### src/rtl/timer_pkg.sv
// Shared types and defaults for the countdown timer.
package timer_pkg;

  typedef enum logic [1:0] {
    IDLE  = 2'd0,
    RUN   = 2'd1,
    PAUSE = 2'd2,
    DONE  = 2'd3
  } timer_state_t;

  localparam int DEFAULT_WIDTH    = 16;
  localparam int DEFAULT_PRESCALE = 1;

endpackage

### src/rtl/tick_prescaler.sv
// Divides enabled clock cycles down to one tick every PRESCALE enabled cycles.
// With PRESCALE==1 the counter stays at zero and tick follows en combinationally.
module tick_prescaler #(
  parameter int PRESCALE = 1
) (
  input  logic clk,
  input  logic rst,
  input  logic en,
  input  logic clr,
  output logic tick
);

  localparam int CW = (PRESCALE > 1) ? $clog2(PRESCALE) : 1;
  localparam logic [CW-1:0] LAST = CW'(PRESCALE - 1);

  logic [CW-1:0] prescale_cnt_reg;

  assign tick = en && (prescale_cnt_reg == LAST);

  // Count enabled cycles, wrapping on the tick; clr restarts the phase.
  always_ff @(posedge clk or posedge rst) begin
    if (rst) begin
      prescale_cnt_reg <= '0;
    end else if (clr) begin
      prescale_cnt_reg <= '0;
    end else if (en) begin
      prescale_cnt_reg <= tick ? '0 : prescale_cnt_reg + 1'b1;
    end
  end

endmodule

### src/rtl/countdown_timer.sv
// Loadable down-counter timer with prescaled decrement, pause, abort and
// optional auto-reload. Expiry is a registered one-cycle pulse.
module countdown_timer
  import timer_pkg::*;
#(
  parameter int WIDTH    = DEFAULT_WIDTH,
  parameter int PRESCALE = DEFAULT_PRESCALE
) (
  input  logic             clk,
  input  logic             rst,
  input  logic             load_valid,
  input  logic [WIDTH-1:0] load_value,
  input  logic             auto_reload,
  output logic             load_ready,
  input  logic             start,
  input  logic             pause,
  input  logic             stop,
  output logic [WIDTH-1:0] count,
  output logic             busy,
  output logic             expired,
  output logic             done
);

  timer_state_t     state_reg;
  logic [WIDTH-1:0] count_reg;
  logic [WIDTH-1:0] reload_reg;
  logic             reload_mode_reg;
  logic             expired_reg;
  logic             done_reg;
  logic             tick;
  logic             presc_en;
  logic             presc_clr;
  logic             load_accept;

  // The prescaler only advances while running; an abort squashes any tick
  // in the same cycle, and both abort and start restart its phase.
  assign presc_en    = (state_reg == RUN) && !stop;
  assign presc_clr   = stop || ((state_reg == IDLE) && start);
  assign load_ready  = (state_reg == IDLE) || (state_reg == DONE);
  assign load_accept = load_valid && load_ready;

  tick_prescaler #(.PRESCALE(PRESCALE)) u_prescaler (
    .clk  (clk),
    .rst  (rst),
    .en   (presc_en),
    .clr  (presc_clr),
    .tick (tick)
  );

  // Control FSM with count/reload registers; priority stop > load > start > pause.
  always_ff @(posedge clk or posedge rst) begin
    if (rst) begin
      state_reg       <= IDLE;
      count_reg       <= '0;
      reload_reg      <= '0;
      reload_mode_reg <= 1'b0;
      expired_reg     <= 1'b0;
      done_reg        <= 1'b0;
    end else begin
      expired_reg <= 1'b0;
      if (stop) begin
        state_reg <= IDLE;
        done_reg  <= 1'b0;
      end else if (load_accept) begin
        count_reg       <= load_value;
        reload_reg      <= load_value;
        reload_mode_reg <= auto_reload;
        state_reg       <= IDLE;
        done_reg        <= 1'b0;
      end else begin
        case (state_reg)
          IDLE: begin
            if (start) begin
              if (count_reg == '0) begin
                // Nothing to count: expire immediately.
                state_reg   <= DONE;
                done_reg    <= 1'b1;
                expired_reg <= 1'b1;
              end else begin
                state_reg <= RUN;
              end
            end
          end
          RUN: begin
            if (tick && (count_reg == WIDTH'(1))) begin
              expired_reg <= 1'b1;
              if (reload_mode_reg) begin
                count_reg <= reload_reg;
                if (pause) state_reg <= PAUSE;
              end else begin
                count_reg <= '0;
                state_reg <= DONE;
                done_reg  <= 1'b1;
              end
            end else begin
              if (tick && (count_reg != '0)) count_reg <= count_reg - 1'b1;
              if (pause) state_reg <= PAUSE;
            end
          end
          PAUSE: begin
            if (!pause) state_reg <= RUN;
          end
          DONE: begin
            state_reg <= DONE;
          end
          default: state_reg <= IDLE;
        endcase
      end
    end
  end

  assign count   = count_reg;
  assign busy    = (state_reg == RUN) || (state_reg == PAUSE);
  assign expired = expired_reg;
  assign done    = done_reg;

endmodule

### config.mk
export PLATFORM = sky130hd
export DESIGN_NAME = countdown_timer
export DESIGN_NICKNAME = d
export VERILOG_FILES = /design/src/rtl/timer_pkg.sv /design/src/rtl/tick_prescaler.sv /design/src/rtl/countdown_timer.sv
export SDC_FILE = /design/constraint.sdc
export NUM_CORES = 1
export LEC_CHECK = 0
export ABC_CLOCK_PERIOD_IN_PS = 2150
export CAP_MARGIN = 20
export CELL_PAD_IN_SITES_DETAIL_PLACEMENT = 1
export CELL_PAD_IN_SITES_GLOBAL_PLACEMENT = 2
export CORE_MARGIN = 3
export CORE_UTILIZATION = 30
export CTS_BUF_LIST = sky130_fd_sc_hd__clkbuf_4 sky130_fd_sc_hd__clkbuf_8
export CTS_CLUSTER_DIAMETER = 100
export CTS_CLUSTER_SIZE = 24
export DETAILED_ROUTE_END_ITERATION = 8
export PLACE_DENSITY_LB_ADDON = 0.25
export SKIP_LAST_GASP = 1
export SLEW_MARGIN = 20
export SYNTH_ARGS = -nofsm -noshare
export SYNTH_HDL_FRONTEND = slang
export SYNTH_SLANG_ARGS = --single-unit
### constraint.sdc
create_clock -name clk -period 2.15 [get_ports clk]
set_input_delay 0.3225 -clock clk [delete_from_list [all_inputs] [get_ports clk]]
set_output_delay 0.3225 -clock clk [all_outputs]
set_load 0.03 [all_outputs]
## After elaboration in Yosys (flattened, before gate mapping)

Index checks and enable logic that the tools add are counted.

- Bits in registers: 38
- Output and inout bits: 20
- Input port bits: 23
- Word-level logic and storage cells: 71

- Muxes and demuxes: 30
- Bitwise logic cells: 2
- Add/sub/neg operators: 2
- Reduce and logical (&&, ||, !) cells: 21
- Equality and inequality tests: 9

Operator list:

| operator | number |
|---|---|
| $mux 16 | 5 |
| $eq 16x1->1 const B | 1 |
| $logic_not 16->1 | 1 |
| $mux 2 | 8 |
| $reduce_bool 16->1 | 1 |
| $sub 16x1->16 const B | 1 |
| $mux 1 | 14 |
| $ne 4x4->1 const B | 3 |
| $ne 4x3->1 const B | 2 |
| $pmux 2 s4 | 1 |
| $logic_and 1x1->1 | 6 |
| $reduce_and 5->1 | 1 |
| $eq 2x2->1 const B | 2 |
| $pmux 1 s2 | 2 |
| $reduce_and 2->1 | 2 |
| $reduce_bool 2->1 | 2 |
| $reduce_bool 4->1 | 1 |
| $logic_or 1x1->1 | 3 |
| $reduce_and 3->1 | 1 |
| $reduce_bool 3->1 | 1 |
| $eq 2x1->1 const B | 1 |
| $logic_not 2->1 | 1 |
| $not 1->1 | 2 |
| $add 1x1->1 const B | 1 |
| $logic_not 1->1 | 1 |

## Logic depth before layout (Yosys ltp)

- Word-level depth: 8
- Mapped depth: 9
- Gate-level depth less buffers: 7

## Hierarchy

Synthesis repeated with hierarchy kept, for this count alone.

- Cell total of the unflattened synthesis: 279
- Area, all modules: 2,367.3 um^2

Modules (own cells, without submodules):

| module | area an instance (um^2) | times used | cells each | sequential area each (um^2) |
|---|---|---|---|---|
| countdown_timer | 2,317.2 | 1 | 275 | 925.9 |
| tick_prescaler | 50.0 | 1 | 4 | 25.0 |

## Least setup slack after synthesis

No wires, ideal clock.

- Path type: reg2reg
- From: reg state_reg[0]
- To: reg reload_reg[10]
- Clock period less this slack: 2.332 ns
- Stages on the path, launching flop included: 8
- Slack: -0.182 ns
- Required time: 2.025 ns
- Path buffers: 2
- Arrival time: 2.207 ns
- Setup time: 0.125 ns
- Path through: dfrtp_1 > inv_1 > ha_1 > nand2b_1 > clkbuf_1 > nor2_1 > buf_2 > mux2_2

- Longest elaborated chain between the ends: 4
- Elaborated cells on any way between the ends: 5
- Those cells by class: eq/ne: 1; reduce/logical: 4

RTL lines:

| what | line | text |
|---|---|---|
| start: declaration | countdown_timer.sv:24 | `timer_state_t state_reg;` |
| start signal: assignment | countdown_timer.sv:53 | `state_reg <= IDLE;` |
| start signal: assignment | countdown_timer.sv:62 | `state_reg <= IDLE;` |
| start signal: assignment | countdown_timer.sv:68 | `state_reg <= IDLE;` |
| $eq 2x2->1 or $logic_not 2->1 (tied branches) | countdown_timer.sv:39 | `assign load_ready = (state_reg == IDLE) \|\| (state_reg == DONE);` |
| $logic_or 1x1->1 * | countdown_timer.sv:39 |  |
| $logic_and 1x1->1 * | countdown_timer.sv:40 | `assign load_accept = load_valid && load_ready;` |
| $reduce_and 2->1 (no line) * | n/a |  |
| end signal: assignment | countdown_timer.sv:66 | `reload_reg <= load_value;` |
| end: declaration | countdown_timer.sv:26 | `logic [WIDTH-1:0] reload_reg;` |

Every way passes the cells marked *; elsewhere a longest branch is shown, timed or not.
A chain may end at the register's enable or synchronous reset.

## Worst setup path in the final report

- From: reg state_reg[0]
- To: reg count_reg[1] (netlist: count[1])

- Longest elaborated chain between the ends: 7
- Elaborated cells on any way between the ends: 15
- Those cells by class: eq/ne: 2; mux: 3; reduce/logical: 10

RTL lines:

| what | line | text |
|---|---|---|
| $eq 2x1->1 | countdown_timer.sv:37, countdown_timer.sv:71 |  |
| $logic_and 1x1->1 | countdown_timer.sv:37 | `assign presc_en = (state_reg == RUN) && !stop;` |
| $logic_and 1x1->1 | tick_prescaler.sv:18 | `assign tick = en && (prescale_cnt_reg == LAST);` |
| $logic_and 1x1->1 | countdown_timer.sv:85 | `if (tick && (count_reg == WIDTH'(1))) begin` |
| $mux 16 | countdown_timer.sv:85 |  |
| $mux 16 | countdown_timer.sv:71 | `case (state_reg)` |
| $mux 16 | countdown_timer.sv:64 | `end else if (load_accept) begin` |
| end signal: assignment | countdown_timer.sv:65 | `count_reg <= load_value;` |
| end signal: assignment | countdown_timer.sv:88 | `count_reg <= reload_reg;` |
| end signal: assignment | countdown_timer.sv:96 | `if (tick && (count_reg != '0)) count_reg <= count_reg - 1'b1;` |
| end: declaration | countdown_timer.sv:25 | `logic [WIDTH-1:0] count_reg;` |

Several ways; a longest one is shown, not always the timed one. The select of a mux whose other input is x is not followed.

==> impl_metrics.ini <==
[run_status]
status = complete, no violations

[logic_synthesis]
syn_area_sq_um = 2460
synth.top_cell.area_share_pct = 38.7
synthArstFlopShare_pct = 100
synth_area_leaders = dfrtp_1 39%, mux2_2 6.9%, ha_1 4.1%, nand2_1 4.0%, nor2_1 3.2%
avgSynthCellArea_sq_um = 9.48
synth_flop_cell = dfrtp_1
postSynthCellCount = 259
yosysTopAreaCell = dfrtp_1
yosysUniqueCellTypes = 57
syn-num-nets = 290
ys_seq_area_share_pct = 38.7
yosys_warnings = 0
synth-seq-cells = 38
synth_edf_count = 0

[pwr]
p_leak_nw = 1.38
power_density_nw_per_um2 = 1510
power_mw = 5.08
peakVddDrop_mv = 0.507

[critical_path]
endpoint_kind = flip-flop
r2r-end = count[1]
rrSetupSlack_ps = 90
crit_fanout = 7
r2r-start = state_reg[0]
crit_path_start = state_reg[0]
crit_type = reg -> reg
crit_path_start_kind = flip-flop
rr_worst_depth = 8
worstPathRequired_ps = 2330
worstPathArrival_ps = 2240

[cells_and_area]
n_fill_cell = 906
area_growth_syn_to_layout_pct = 37.2
final_area_sq_um = 3370
layout.nets = 363
diodes = 0
drive_above_1_share_pct = 26.1

[detailed_routing]
drtPass1Iterations = 4
drtIter0Drc = 103
routed_wl_microns = 8140
wl_per_cell_microns = 18.7
viasPerCell = 5.36
drc = 0
detailroute.via_count = 2331
ant_nets = 0

[die]
coreArea_sq_um = 7850
dieHeight_microns = 96.5
design.die.area_sq_um = 9310
io_pins = 43
die_x_microns = 96.5
start_util_pct = 31.3
row_count = 32

[sta]
fmax_ghz = 0.485
relSlewSlack_pct = 50.5
slew_violations = 0
tightest_slew_ps = 742
finalCritPeriodShare_pct = 95.8
rsz0062_at_grt = no
setup_viol = 0
skew_ps = 11.3
hold_viol_final = 0
fin_crit_ps = 2060
worst_slack_ps = 90.2
whs_ps = 443

[cts]
root_buffer = clkbuf_8
tritoncts = yes
htreeDepth = 2
clock-sinks = 38
clock_latency_ps = 300
clkSlewWorstSetupHoldPaths_ps = 90
cts_made_buffers = 5
clock_path_buffers = 2

[job]
cap_violations = 0

[grt]
grt_pass1_vias = 2457
track_usage_pct = 18.8
antenna_found_initial = 0
grt_overflow = 0
grt_pass1_wl_microns = 13200
grt_start_max_net_pins = 39

[placed_design]
placed_area_sq_um = 3220
pre_cts_slack_ps = -63.2
gp_congestion = 0.791
io_buffer_count = 42
hpwl_microns = 6000

[hold_path]
hold_path_class = in -> async
## worst max-delay path: stages (launching register included)
cell and delay [ps]:
dfrtp_1 400, buf_4 150, ha_1 200, and4bb_2 260, nand3_1 120, buf_4 190, nor2_2 80, a311o_1 340
a22o_1 180
## cells in the mapped netlist (all sizes together), types with 4 or more instances
master / number
a22o: 5
dfrtp: 38
o21ai: 16
a211oi: 6
a21oi: 11
mux2i: 4
mux2: 15
nand2: 26
a22oi: 5
ha: 8
inv: 10
nor4: 5
clkbuf: 10
nor2: 22
nand3: 8
nand4: 5
nor3: 12
xor2: 4
buf: 5
## where the power goes
part / internal [mW] / switching (mW) / leakage [nW]
Combinational: 1.41 / 1.68 / 0.867
Clock: 0.272 / 0.288 / 0.0517
Sequential: 1.05 / 0.380 / 0.460
## area by class of cell
type                            instances  area (sq um)  area share [%]
Clock buffer                            7          90.1            2.67
Clock inverter                          1          5.00           0.148
Inverter                               10          37.5            1.11
Multi-Input combinational cell        196          1440            42.8
Sequential cell                        38           951            28.2
Tap cell                              102           128            3.79
Timing Repair Buffer                   81           716            21.2
## repair_timing
item,CTS,global route
hold buffers,0,0
gates resized for setup,4,5
setup buffers,0,4
setup endpoints to repair,4,27
## cells in the final DEF, fill, tap and decap left out, types with 2 or more instances in the layout
master / count
clkdlybuf4s50_1: 41
dfrtp_1: 38
buf_4: 38
nand2_1: 26
nor2_1: 19
o21ai_0: 15
mux2_2: 15
nor3_1: 10
a21oi_1: 10
inv_1: 8
nand3_1: 7
ha_1: 7
a211oi_1: 6
clkbuf_8: 6
a22oi_1: 5
nand4_1: 5
a22o_1: 5
xor2_1: 4
mux2i_1: 4
nand2b_1: 3
nor2_2: 3
o41ai_2: 3
a211o_1: 3
inv_2: 2
nor4_4: 2
o22ai_1: 2
xnor2_1: 2
a21o_1: 2
and3_1: 2
o211ai_1: 2
a31oi_1: 2
nor4_1: 2
o31a_1: 2
o31ai_1: 2
## per-layer routing
layer / track usage (%) / routed length, microns
met1: 24.5 / 3680
met2: 31.8 / 4030
met3: 2.87 / 329
met4: 5.96 / 102
met5: 0 / 0
## per-stage QoR
step | instances | util [%] | setup TNS, ps
floorplan | 259 | - | 0
global placement | 423 | 41.0 | -11.9
detailed placement | 423 | 41.0 | -65.0
CTS | 431 | 42.3 | 0
global route | 435 | 43.0 | 0
finish | 435 | 43.0 | 0
## worst max-delay path by stage
| stage | to | depth (start not counted) |
|---|---|---|
| 5_1_grt | count[12] | 8 |
| 2_1_floorplan | count[14] | 8 |
| 4_1_cts | busy | 3 |
| 3_3_place_gp | count[12] | 8 |
| 6_report | count[1] | 8 |
| 3_5_place_dp | count[12] | 8 |
## cells by family (layout without fill, tap and decap cells)
group,Yosys count,after routing,synth area share (%)
compound gates,72,72,21.8
mux,19,19,8.51
fa+ha+maj,8,8,4.08
flops,38,38,38.7
buf+inv,25,99,4.33
simple gates,91,91,20.5
xor+xnor,6,6,2.14
Note: power is estimated with default switching activity, not from simulation.
